### src/rtl/if_stage_pkg.sv
// Shared CPU front-end definitions for the instruction-fetch stage.
//   - FETCH/HOLD/DROP state encodings for the IF controller
//   - default reset PC and NOP instruction word
//   - mask that forces word alignment on fetch addresses
package if_stage_pkg;

    localparam logic [1:0] FETCH = 2'd0;
    localparam logic [1:0] HOLD  = 2'd1;
    localparam logic [1:0] DROP  = 2'd2;

    localparam logic [31:0] DEF_RESET_PC = 32'h0000_0000;
    localparam logic [31:0] DEF_NOP_INS  = 32'h0000_0000;

    localparam logic [31:0] ALIGN_MASK   = 32'hFFFF_FFFC;

endpackage

### src/rtl/if_stage_if_id_reg.sv
// IF/ID pipeline register.
//   clk, rst_n      : clock, asynchronous active-low reset
//   load            : capture pc_4_in/ins_in and mark the entry live
//   flush           : kill the entry (valid=0, ins=NOP_INS); wins over load
//   bubble          : mark the entry dead without touching its payload
//   pc_4_in, ins_in : payload to capture on load
//   valid, pc_4, ins: registered outputs towards ID
// With none of load/flush/bubble asserted the register holds its contents.
module if_id_reg
    import if_stage_pkg::*;
#(
    parameter logic [31:0] NOP_INS = DEF_NOP_INS
) (
    input  logic        clk,
    input  logic        rst_n,
    input  logic        load,
    input  logic        flush,
    input  logic        bubble,
    input  logic [31:0] pc_4_in,
    input  logic [31:0] ins_in,
    output logic        valid,
    output logic [31:0] pc_4,
    output logic [31:0] ins
);

    always_ff @(posedge clk or negedge rst_n) begin
        if (!rst_n) begin
            valid <= 1'b0;
            pc_4  <= '0;
            ins   <= NOP_INS;
        end else if (flush) begin
            valid <= 1'b0;
            ins   <= NOP_INS;
        end else if (load) begin
            valid <= 1'b1;
            pc_4  <= pc_4_in;
            ins   <= ins_in;
        end else if (bubble) begin
            valid <= 1'b0;
        end
    end

endmodule

### src/rtl/if_stage.sv
// Instruction-fetch stage: PC, fetch handshake, one-entry hold buffer,
// redirect handling and the IF/ID register.
//   clk, rst_n   : clock, asynchronous active-low reset
//   imem_req     : fetch request valid (low in HOLD and during reset)
//   imem_addr    : fetch address (always word aligned)
//   imem_ready   : imem_rdata valid; completes the outstanding request
//   imem_rdata   : fetched instruction word
//   stall        : hold IF/ID and stop the PC
//   redirect     : taken branch/jump from ID; flushes IF/ID, beats stall
//   redirect_pc  : redirect target, low two bits ignored
//   id_valid     : IF/ID holds a live instruction
//   id_pc_4      : fetch address of id_ins plus 4
//   id_ins       : registered instruction word
module if_stage
    import if_stage_pkg::*;
#(
    parameter logic [31:0] RESET_PC = DEF_RESET_PC,
    parameter logic [31:0] NOP_INS  = DEF_NOP_INS
) (
    input  logic        clk,
    input  logic        rst_n,
    output logic        imem_req,
    output logic [31:0] imem_addr,
    input  logic        imem_ready,
    input  logic [31:0] imem_rdata,
    input  logic        stall,
    input  logic        redirect,
    input  logic [31:0] redirect_pc,
    output logic        id_valid,
    output logic [31:0] id_pc_4,
    output logic [31:0] id_ins
);

    logic [1:0]  state;
    logic [31:0] pc;
    logic [31:0] hold_ins;
    logic [31:0] hold_pc_4;
    logic [31:0] pend_pc;
    logic        started;   // first clock after reset release has occurred

    logic        fire;
    logic [31:0] pc_next4;
    logic [31:0] target;

    logic        ifid_load;
    logic        ifid_flush;
    logic        ifid_bubble;
    logic [31:0] ifid_pc_4;
    logic [31:0] ifid_ins;

    // The request waits for the first edge after reset so that it never
    // depends combinationally on the reset pin itself.
    assign imem_req  = started && (state != HOLD);
    assign imem_addr = pc;
    assign fire      = imem_req && imem_ready;
    assign pc_next4  = pc + 32'd4;
    assign target    = redirect_pc & ALIGN_MASK;

    // IF/ID control. Without stall the ID stage consumes its instruction
    // every cycle, so a cycle with nothing new to deliver becomes a bubble.
    always_comb begin
        ifid_load   = 1'b0;
        ifid_flush  = 1'b0;
        ifid_bubble = 1'b0;
        ifid_pc_4   = pc_next4;
        ifid_ins    = imem_rdata;
        if (redirect) begin
            ifid_flush = 1'b1;
        end else begin
            case (state)
                FETCH: begin
                    if (!stall) begin
                        if (fire) ifid_load   = 1'b1;
                        else      ifid_bubble = 1'b1;
                    end
                end
                HOLD: begin
                    if (!stall) begin
                        ifid_load = 1'b1;
                        ifid_pc_4 = hold_pc_4;
                        ifid_ins  = hold_ins;
                    end
                end
                default: ;
            endcase
        end
    end

    always_ff @(posedge clk or negedge rst_n) begin
        if (!rst_n) begin
            state     <= FETCH;
            pc        <= RESET_PC;
            hold_ins  <= '0;
            hold_pc_4 <= '0;
            pend_pc   <= '0;
            started   <= 1'b0;
        end else begin
            started <= 1'b1;
            case (state)
                FETCH: begin
                    if (redirect) begin
                        // An outstanding request must still be completed by
                        // memory; park the target until its data is dropped.
                        if (fire || !imem_req) begin
                            pc <= target;
                        end else begin
                            pend_pc <= target;
                            state   <= DROP;
                        end
                    end else if (fire) begin
                        pc <= pc_next4;
                        if (stall) begin
                            hold_ins  <= imem_rdata;
                            hold_pc_4 <= pc_next4;
                            state     <= HOLD;
                        end
                    end
                end
                HOLD: begin
                    if (redirect) begin
                        pc    <= target;
                        state <= FETCH;
                    end else if (!stall) begin
                        state <= FETCH;
                    end
                end
                DROP: begin
                    if (fire) begin
                        pc    <= redirect ? target : pend_pc;
                        state <= FETCH;
                    end else if (redirect) begin
                        pend_pc <= target;
                    end
                end
                default: state <= FETCH;
            endcase
        end
    end

    if_id_reg #(
        .NOP_INS (NOP_INS)
    ) u_if_id_reg (
        .clk     (clk),
        .rst_n   (rst_n),
        .load    (ifid_load),
        .flush   (ifid_flush),
        .bubble  (ifid_bubble),
        .pc_4_in (ifid_pc_4),
        .ins_in  (ifid_ins),
        .valid   (id_valid),
        .pc_4    (id_pc_4),
        .ins     (id_ins)
    );

endmodule

### config.mk
export PLATFORM = sky130hd
export DESIGN_NAME = if_stage
export DESIGN_NICKNAME = d
export VERILOG_FILES = /design/src/rtl/if_stage_pkg.sv /design/src/rtl/if_stage_if_id_reg.sv /design/src/rtl/if_stage.sv
export SDC_FILE = /design/constraint.sdc
export NUM_CORES = 1
export LEC_CHECK = 0
export CAP_MARGIN = 40
export CORE_ASPECT_RATIO = 1.2
export CORE_MARGIN = 3
export CORE_UTILIZATION = 38
export DETAILED_ROUTE_END_ITERATION = 16
export HOLD_SLACK_MARGIN = 0.05
export PLACE_DENSITY = 0.62
export SYNTH_ARGS = -nofsm -noshare
export SYNTH_HDL_FRONTEND = slang
export SYNTH_HIERARCHICAL = 1
export SYNTH_SLANG_ARGS = --single-unit
### constraint.sdc
create_clock -name clk -period 7.2 [get_ports clk]
set_clock_uncertainty 0.05 [all_clocks]
set_input_delay 1.44 -clock clk [delete_from_list [all_inputs] [get_ports clk]]
set_output_delay 1.44 -clock clk [all_outputs]
set_load 0.02 [all_outputs]
## Word level (Yosys, flattened, before mapping)

Cells that the tools add are included.
W data, S select, Z words.

| word-level totals | value |
|---|---|
| register bits after elaboration | 196 |
| output and inout bits | 98 |
| logic and storage cells | 79 |

| operators by class | value |
|---|---|
| add/subtract/negate cells | 1 |
| eq/ne operators | 13 |
| muxes and demuxes | 40 |
| bitwise gates (word level) | 2 |
| reduce and logical (&&, ||, !) cells | 14 |

Operator list:

| kind | number |
|---|---|
| $mux W32 | 17 |
| $pmux W32 S3 | 1 |
| $pmux W32 S2 | 1 |
| $add A32 B3 Y32 const B | 1 |
| $ne A3 B3 Y1 const B | 5 |
| $mux W2 | 7 |
| $mux W1 | 12 |
| $ne A2 B2 Y1 const B | 5 |
| $reduce_and A5 Y1 | 2 |
| $pmux W2 S3 | 1 |
| $reduce_bool A3 Y1 | 2 |
| $reduce_and A4 Y1 | 1 |
| $reduce_bool A2 Y1 | 2 |
| $reduce_and A3 Y1 | 1 |
| $eq A2 B1 Y1 const B | 1 |
| $eq A2 B2 Y1 const B | 1 |
| $logic_and A1 B1 Y1 | 2 |
| $logic_not A2 Y1 | 1 |
| $ne A2 B1 Y1 const B | 1 |
| $not A1 Y1 | 2 |
| $pmux W1 S2 | 1 |
| $reduce_and A2 Y1 | 1 |
| $logic_not A1 Y1 | 1 |
| $logic_or A1 B1 Y1 | 1 |

## Longest topological paths before layout

| logic depth | value |
|---|---|
| word-level depth | 10 |
| mapped depth | 11 |
| mapped depth without buffers | 8 |

## Hierarchy

Netlist, hierarchy kept.

Modules (own cells, without submodules):

| module | instances | cells an instance | area each (um2) | sequential area each (um2) |
|---|---|---|---|---|
| if_stage | 1 | 856 | 7687.4 | 3278.1 |
| if_id_reg | 1 | 177 | 2656.3 | 1626.6 |

## Worst setup path before layout

Ideal clock, no wire load.

| path | value |
|---|---|
| kind | in2reg |
| start point | input port redirect |
| end point | register u_if_id_reg.pc_4[0] |
| library setup time | 0.125 ns |
| arrival | 3.210 ns |
| required time | 7.025 ns |
| path slack | 3.815 ns |
| stages | 10 |
| path buffers | 7 |
| cells stage by stage | buf_2 buf_2 buf_2 buf_1 nor3_1 buf_6 nor2b_4 buf_6 buf_6 mux2_4 |

| between the ends | value |
|---|---|
| elaborated cells on any way between the ends | 5 |

RTL lines:

| what | line | source |
|---|---|---|
| start: declaration | if_stage.sv:27 | `input logic redirect,` |
| $mux W1 | if_stage.sv:67 | `if (redirect) begin` |
| net ifid_load | if_stage.sv:45 | `logic ifid_load;` |
| $reduce_and A2 Y1 (no line) | -- |  |
| end signal: assignment | if_stage_if_id_reg.sv:36 | `pc_4 <= pc_4_in;` |
| end: declaration | if_stage_if_id_reg.sv:22 | `output logic [31:0] pc_4,` |

The timed path passes the listed nets, and every way through them passes these cells.
A chain may end at the register's enable or synchronous reset.

## Worst setup path after layout

| path | value |
|---|---|
| start point | register state[1] |
| end point | output port imem_req |

| between the ends | value |
|---|---|
| cells in the longest elaborated chain, start to end | 2 |

RTL lines:

| what | line | source |
|---|---|---|
| start: declaration | if_stage.sv:34 | `logic [1:0] state;` |
| start signal: assignment | if_stage.sv:91 | `state <= FETCH;` |
| start signal: assignment | if_stage.sv:108 | `state <= DROP;` |
| start signal: assignment | if_stage.sv:115 | `state <= HOLD;` |
| $ne A2 B1 Y1 | if_stage.sv:53 | `assign imem_req = started && (state != HOLD);` |
| $logic_and A1 B1 Y1 | if_stage.sv:53 |  |
| end: declaration | if_stage.sv:22 | `output logic imem_req,` |

Every way passes these cells.

==> impl_metrics.toml <==
[outcome]
status = "finished clean"

[finish]
fin_nets = 1229
diodes = 0
final_common_cell = "dfrtp_1"
final_cell_mix = "dfrtp_1, nand2_1, clkdlybuf4s50_1"
finalNonFillerCells = 1503
fillers = 2474
drive_gt1_share_pct = 15.0
syn_to_final_growth_pct = 24.3

[global_route]
grt_pass1_wl_um = 45800
antenna_found_initial = 1
grt_usage_pct = 19.7
grt_pass1_vias = 8159
grt_max_degree = 84
grt_overflow = 0

[worst_setup_path]
start_kind = "flop"
crit_type = "reg -> out"
r2r.worst_path.cells = 8
cp-end-kind = "output pin"
reg2reg_to = "imem_addr[24]"
required_ps = 5710
reg2reg_from = "state[0]"
arrival_ps = 2090
rrSetupSlack_ps = 4150
cp_max_fo = 5

[die]
dieArea_um2 = 29200
rows = 65
die_h_um = 187
initial_core_util_pct = 39.0
io_pins = 167
core_um2 = 26500
die_x_um = 157

[synthesis]
seq_area_frac_synth_pct = 47.4
synth_top_area_share_pct = 47.4
netlist_instances = 1033
ys_async_sr_fraction_pct = 100
ys_ff_latch = 196
ys_types = 71
synth_area_um2 = 10300
yosys-top-cells-area = "dfrtp_1, mux2_2, nand2_1"
synth_edf_count = 0
syn-num-nets = 1107
ys_warn_count = 6
netlist.top_cell.by_area = "dfrtp_1"
ys.flop_type = "dfrtp_1"
postSynthAreaPerCell_um2 = 10.0

[hold_path]
hp-class = "reg -> reg"
whs_path_depth = 2
hold_start = "hold_ins[24]"
worst_hold_path.endpoint = "hold_ins[24]"

[timing]
finalSetupViolCount = 0
grt_setup_unrepaired = "false"
relSlewSlack_pct = 40.9
timing.fmax_mhz = 279
timing.final.crit_period_ps = 3580
hold_viol = 0
min_period_over_period_pct = 49.7
slew_viol_final = 0
setup_tns_ps = 0
worst_pin_slew_ps = 887

[clock_network]
insertion_delay_ps = 440
path_clk_slew_ps = 80
clock_sinks = 196
numCtsBuffers = 17
cts_tree = "built"
ctsHoldBuffers = 0
postCtsSetupBuffers = 0
htreeDepth = 4
cts_resized = 0
root_buffer = "clkbuf_16"
clockBufferDepth = 2

[power]
peakVddDrop_uv = 248
power.density_nw_per_um2 = 416
power_leakage_nw = 5.50

[routing]
vias = 8236
firstDrtPassIters = 4
drc = 0
antenna_left = 0
drt-total-wl_um = 28300
post_drt_wl_per_cell_um = 18.8
drt_iter0_drc = 493
via_per_inst = 5.48

[place]
dpl.cell_count = 1471
gp_congestion = 0.844
dp_hpwl_um = 19400
place.port_buffers = 164

[flow_run]
drv_cap = 0
[metal layers]
metal  part of all wire (%)  track usage [%]  up-vias  wire length (um)
met5                  0.067                0        -                19
met4                    2.9             6.87        2               813
met3                    5.1             4.57       52              1430
met2                     47             30.9      236             13400
met1                     45             26.7     4061             12600
li1                       -                -     3885                 -
[cells by family after synthesis]
family,synth area share [%]
AOI/OAI and AO/OA,12.7
DFF,47.4
and+or+nand+nor,15.7
muxes,17.1
buffers and inverters,4.02
adders and majority gates,0.605
xor gates and xnor gates,2.37
other,0.0363
[worst max-delay path by stage]
stage,start,endpoint,slack (ps),cells after the start
2_1_floorplan,redirect,u_if_id_reg/pc_4[0],3810,10
3_3_place_gp,redirect,imem_addr[29],3320,6
3_5_place_dp,redirect,imem_addr[17],3320,7
4_1_cts,state[1],imem_req,3580,5
5_1_grt,state[1],imem_req,3460,5
6_report,state[1],imem_req,3620,5
[cell type report]
cell class              count  area, um^2  share of cell area, %
clock buffers              19         443                   3.44
clock inverters            13         184                   1.43
inverters                  18        67.6                  0.525
multi-input cells         744        5050                   39.3
flip-flops and latches    196        4900                   38.1
well taps                 335         419                   3.26
repair buffers            178        1790                   13.9
[state kept, by name, indices dropped and copies added (netlist names)]
register           cells
imem_addr             32
started                1
u_if_id_reg/pc_4      32
u_if_id_reg/ins       32
hold_ins              32
state                  2
hold_pc_4             32
u_if_id_reg/valid      1
pend_pc               32
[worst max-delay path, stage by stage, from the launching register on]
cell             delay, ps
dfrtp_1                400
inv_1                   70
ha_1                   190
nand2b_1               240
inv_1                  110
clkdlybuf4s50_1        640
[power by group]
group          switching [mW]  total [mW]  internal [mW]  leakage [nW]
logic                    1.29        2.38           1.09          2.72
clock network           0.462        1.03          0.570         0.305
registers               0.386        1.93           1.54          2.48
total                    2.14        5.35           3.21          5.50
[cells in the mapped netlist (all sizes together), types with 17 or more instances]
master	n
a221oi	17
mux2i	41
a21oi	68
o21ai	53
nand2	176
inv	18
clkbuf	39
dfrtp	196
mux2	111
xnor2	19
nand3	19
buf	36
nor2	91
[stage by stage]
step	area, um^2	worst slack, ps	hold WS, ps	util, %	total power [mW]
2_1_floorplan	10300	3810	392	-	3.43
3_3_place_gp	12200	3320	405	45.9	4.26
3_5_place_dp	12200	3320	413	46.1	4.34
4_1_cts	12900	3580	431	48.5	5.38
5_1_grt	12900	3460	452	48.5	5.70
6_report	12900	3620	427	48.5	5.35
Power figures use the tool's default switching activity.
